### config.mk
export PLATFORM = sky130hd
export DESIGN_NAME = mem_arbiter
export DESIGN_NICKNAME = d
export VERILOG_FILES = /design/src/rtl/mem_arbiter_pkg.sv /design/src/rtl/mem_arb_starve_cnt.sv /design/src/rtl/mem_arbiter.sv
export SDC_FILE = /design/constraint.sdc
export NUM_CORES = 1
export LEC_CHECK = 0
export CAP_MARGIN = 25
export CORE_AREA = 2 2 106 108
export DETAILED_ROUTE_END_ITERATION = 8
export DIE_AREA = 0 0 108 110
export PLACE_DENSITY = 0.57
export SKIP_LAST_GASP = 1
export SYNTH_ARGS = -nofsm -noshare
export SYNTH_HDL_FRONTEND = slang
export SYNTH_HIERARCHICAL = 1
export SYNTH_SLANG_ARGS = --single-unit
export TNS_END_PERCENT = 10
### constraint.sdc
create_clock -name clk -period 2.05 [get_ports clk]
set_input_delay 0.41 -clock clk [delete_from_list [all_inputs] [get_ports clk]]
set_output_delay 0.41 -clock clk [all_outputs]
set_load 0.01 [all_outputs]
### src/rtl/mem_arbiter_pkg.sv
// Shared definitions for the instruction/data RAM arbiter.
package mem_arbiter_pkg;

    // Records which master was granted the RAM in the previous cycle.
    typedef enum logic [1:0] {
        OWN_IDLE  = 2'd0,
        OWN_FETCH = 2'd1,
        OWN_LOAD  = 2'd2,
        OWN_STORE = 2'd3
    } own_e;

    // RAM access size codes.
    localparam logic [2:0] SIZE_BYTE = 3'b000;
    localparam logic [2:0] SIZE_HALF = 3'b001;
    localparam logic [2:0] SIZE_WORD = 3'b010;

    // Consecutive data grants tolerated while fetch waits.
    localparam int unsigned STARVE_MAX_DEFAULT = 4;

endpackage

### src/rtl/mem_arb_starve_cnt.sv
// Saturating counter of consecutive data grants taken while fetch waits.
module mem_arb_starve_cnt
    import mem_arbiter_pkg::*;
#(
    parameter int unsigned STARVE_MAX = STARVE_MAX_DEFAULT,
    parameter int unsigned CNT_W      = $clog2(STARVE_MAX + 1)
) (
    input  logic             clk,
    input  logic             rst,
    input  logic             clear,
    input  logic             inc,
    output logic [CNT_W-1:0] cnt,
    output logic             at_max
);

    // Fetch must be granted once the count reaches the limit.
    always_comb begin
        at_max = (cnt == CNT_W'(STARVE_MAX));
    end

    // Clear wins over increment; the count holds once it saturates.
    always_ff @(posedge clk or posedge rst) begin
        if (rst) begin
            cnt <= '0;
        end else if (clear) begin
            cnt <= '0;
        end else if (inc && !at_max) begin
            cnt <= cnt + CNT_W'(1);
        end
    end

endmodule

### src/rtl/mem_arbiter.sv
// Single-port RAM arbiter between instruction fetch and load/store.
// Data has priority; a starvation counter forces a fetch grant periodically.
module mem_arbiter
    import mem_arbiter_pkg::*;
#(
    parameter int unsigned ADDR_W     = 32,
    parameter int unsigned DATA_W     = 32,
    parameter int unsigned STARVE_MAX = STARVE_MAX_DEFAULT
) (
    input  logic              clk,
    input  logic              rst,
    input  logic              if_req_i,
    input  logic [ADDR_W-1:0] if_addr_i,
    output logic              if_gnt_o,
    output logic              if_valid_o,
    output logic [DATA_W-1:0] if_rdata_o,
    input  logic              d_re_i,
    input  logic              d_we_i,
    input  logic [ADDR_W-1:0] d_addr_i,
    input  logic [DATA_W-1:0] d_wdata_i,
    input  logic [2:0]        d_size_i,
    output logic              d_gnt_o,
    output logic              d_valid_o,
    output logic [DATA_W-1:0] d_rdata_o,
    output logic [ADDR_W-1:0] ram_addr_o,
    output logic [DATA_W-1:0] ram_wdata_o,
    output logic [2:0]        ram_size_o,
    output logic              ram_we_o,
    output logic              ram_re_o,
    input  logic [DATA_W-1:0] ram_rdata_i,
    output logic              hold_if_o
);

    localparam int unsigned CNT_W = $clog2(STARVE_MAX + 1);

    own_e             own_q;
    own_e             own_d;
    logic             d_req;
    logic             starve_at_max;
    logic [CNT_W-1:0] starve_cnt;

    assign d_req     = d_re_i | d_we_i;
    assign hold_if_o = if_req_i & ~if_gnt_o;

    mem_arb_starve_cnt #(
        .STARVE_MAX (STARVE_MAX),
        .CNT_W      (CNT_W)
    ) u_starve_cnt (
        .clk    (clk),
        .rst    (rst),
        .clear  (if_gnt_o | ~if_req_i),
        .inc    (d_gnt_o & if_req_i),
        .cnt    (starve_cnt),
        .at_max (starve_at_max)
    );

    // Grant: data first unless fetch has waited STARVE_MAX grants; none in reset.
    always_comb begin
        if_gnt_o = 1'b0;
        d_gnt_o  = 1'b0;
        if (!rst) begin
            if (d_req && !(if_req_i && starve_at_max)) begin
                d_gnt_o = 1'b1;
            end else if (if_req_i) begin
                if_gnt_o = 1'b1;
            end
        end
    end

    // RAM drive follows the grant; everything idles at zero otherwise.
    always_comb begin
        ram_addr_o  = '0;
        ram_wdata_o = '0;
        ram_size_o  = '0;
        ram_we_o    = 1'b0;
        ram_re_o    = 1'b0;
        if (if_gnt_o) begin
            ram_addr_o = if_addr_i;
            ram_size_o = SIZE_WORD;
            ram_re_o   = 1'b1;
        end else if (d_gnt_o) begin
            ram_addr_o  = d_addr_i;
            ram_wdata_o = d_wdata_i;
            ram_size_o  = d_size_i;
            ram_we_o    = d_we_i;
            ram_re_o    = d_re_i & ~d_we_i;
        end
    end

    // Owner register: remembers this cycle's grant for next cycle's response.
    always_ff @(posedge clk or posedge rst) begin
        if (rst) begin
            own_q <= OWN_IDLE;
        end else begin
            own_q <= own_d;
        end
    end

    // Next owner from the grant; responses decoded from the current owner.
    always_comb begin
        own_d      = OWN_IDLE;
        if_valid_o = 1'b0;
        if_rdata_o = '0;
        d_valid_o  = 1'b0;
        d_rdata_o  = '0;

        if (if_gnt_o) begin
            own_d = OWN_FETCH;
        end else if (d_gnt_o) begin
            own_d = d_we_i ? OWN_STORE : OWN_LOAD;
        end

        case (own_q)
            OWN_FETCH: begin
                if_valid_o = 1'b1;
                if_rdata_o = ram_rdata_i;
            end
            OWN_LOAD: begin
                d_valid_o = 1'b1;
                d_rdata_o = ram_rdata_i;
            end
            OWN_STORE: begin
                d_valid_o = 1'b1;
            end
            default: begin
            end
        endcase
    end

endmodule

==> out/metrics.cfg <==
[detailed_routing]
firstDrtPassIters=4
dr_total_vias=2475
routed_via_density=3.960
route.detailed.drc=0
drt-initial-drc-count=129
ant_nets=0
wirelength_um=9507
post_drt_wl_per_cell_um=15.21

[final_layout]
area_delta_synth_final_pct=220.8
fill_cells=1124
drive_above_1_share_pct=25.77
design_area_mm2=0.004472
multi_input_area_mm2=0.001172
regArea_um2=125.1
antenna_cells=0
final_nets=624

[timing]
worst_slew_pin_slew_ns=0.2808
hold_slack_ns=0.6208
finClkSkew_ns=0.0004428
setup-violations-final=138
fmax_mhz=422.5
post-route-min-period_ns=2.367
period_share_pct=115.5
rsz0062_at_grt=true
slew_violations=0
relSlewSlack_pct=81.28
setup_slack_ns=-0.3171
fin_tns_setup_ns=-18.96
hold_viol_final=0

[worst_setup_path]
r2r_setup_slack_ns=-0.12
cp_max_fo=7
worstSetupPathType=reg2out
crit_path_start_kind=flip-flop
end_kind=output pin
arrival_ns=1.96
required_ns=1.64

[yosys]
synth_cells=188
synth-simple-area-share_pct=50.18
async_reset_ff_share_pct=100.0
synth_nets=326
synth-xor-area-share_pct=0
avgSynthCellArea_um2=7.414
synth.top_cell.area_share_pct=44.43
synthMuxAreaShare_pct=1.795
synth-edff-count=0
synth.distinct_cells=27
synth_seq_area_share_pct=8.977
synth_top_family_by_area=simple AND/OR/NAND/NOR gates
ys_seq_elements=5
synth_flop_cell=dfrtp_1
synth_compound_area_share_pct=26.84
synth_commonest_cells=and2_1, a22o_1, clkbuf_1, buf_6
ys_warn_count=6
synth_most_common_cell=and2_1
yosys.area.top_type=and2_1
syn_area_mm2=0.001394
synth_area_leaders=and2_1, a22o_1, dfrtp_1
yosys.area_share.adder_pct=1.795

[placement]
gp_congestion=0.7184
port_buffers=273
place_ws_ns=-0.7246
place_area_mm2=0.004424
dp_hpwl_um=7831

[min_path]
min_path_type=reg2reg

[cts]
ctsRootBufferMaster=clkbuf_8
htree_levels=1
cts_tree=done
cts_made_buffers=3
cts.reportedPaths.clkPinSlew_ns=0.03
clkLatencyLatePin_ns=0.21
cts_hold_buf=0
cts_sinks=5
clk_path_buf_depth=2

[global_route]
grt_first_pass_wirelength_um=13020
grt-ovfl-total=0
grt_pass1_vias=2458
antenna_found_initial=0
grt_max_degree=34
grt_usage_pct=13.80

[die]
die_y_um=110
initial_core_util_pct=13.03
core_mm2=0.01070
core.rowCount=38
die_width_um=108
ios=274
die_area_mm2=0.01188

[outcome]
violations=setup timing
status=complete, but fails checks

[flow_run]
cap_viol_max_count=0

[power_and_ir_drop]
p_leak_nw=2.025
power.density_mw_per_mm2=255.9
irDropWorstVdd_mv=0.2075

## stage by stage
stage	std cells	power, mW	util [%]
after floorplan	188	0.3658	-
after global placement	607	0.9751	41.36
after detailed placement	607	0.9793	41.36
after CTS	616	1.130	41.25
after global routing	625	1.225	41.80
final	625	1.144	41.80
## registers in the layout, summed over array words and instances (netlist names)
name	flops
u_starve_cnt/cnt	3
own_q	2
## kinds of logic after synthesis
group,Yosys count
buffers and inverters,24
adders and majority gates,2
AOI/OAI and AO/OA,43
muxes,2
and+or+nand+nor,112
DFF,5
## report_power, final
group	total (mW)	internal (mW)	switching, mW
combinational	0.862	0.560	0.302
sequential	0.106	0.104	0.00273
clock	0.175	0.133	0.0422
total	1.14	0.797	0.347
## worst paths after layout
check | start | to | depth (start not counted)
worst min register to register | u_starve_cnt/cnt[2] | u_starve_cnt/cnt[2] | 2
max in group asynchronous | rst | u_starve_cnt/cnt[2] | 3
worst max register to register | u_starve_cnt/cnt[0] | u_starve_cnt/cnt[1] | 12
worst min-delay path | u_starve_cnt/cnt[2] | u_starve_cnt/cnt[2] | 2
worst max-delay path | u_starve_cnt/cnt[0] | ram_addr_o[31] | 9
min in group asynchronous | rst | own_q[0] | 3
## worst max-delay path, cell delays in order (launching register included)
cell	delay, ns
dfrtp_1	0.35
inv_2	0.05
ha_4	0.16
and2_4	0.17
o21bai_4	0.17
and3_4	0.20
buf_12	0.13
clkbuf_16	0.15
a22o_1	0.22
buf_2	0.13
## cells in the final DEF (no fill, tap or decap), types with 2 or more instances in the layout
cell,instances
and2_1,91
a22o_1,32
buf_4,23
nand2b_1,3
clkbuf_8,3
and2_4,8
clkbuf_2,27
buf_2,30
o21ai_0,2
clkbuf_16,4
buf_6,8
a21oi_1,3
inv_1,3
inv_2,3
buf_12,6
dfrtp_1,5
dlygate4sd2_1,4
nor2b_1,4
clkdlybuf4s15_2,5
dlymetal6s2s_1,3
clkdlybuf4s50_1,199
## metal layers
| metal | vias to the layer above | GRT usage, % | share of wire (%) |
|---|---|---|---|
| met2 | 171 | 25.25 | 51 |
| li1 | 1228 | - | - |
| met1 | 1074 | 16.33 | 38 |
| met3 | 2 | 4.292 | 10 |
| met5 | - | 0 | 0 |
| met4 | 0 | 1.557 | 0.28 |
## layout make-up
cell class | count | share of cell area (%)
tap | 140 | 3.917
sequential | 5 | 2.798
clock buffer | 4 | 1.007
inverter | 6 | 0.5036
timing repair buffer | 311 | 65.56
multi-input combinational | 159 | 26.22
## what timing repair did
item | in CTS | in global routing
buffers inserted | 4 | 6
gates resized for setup | 191 | 83
gates cloned | 2 | 5
pin swaps | 4 | 17
setup endpoints to repair | 138 | 140
Power figures use the tool's default switching activity.
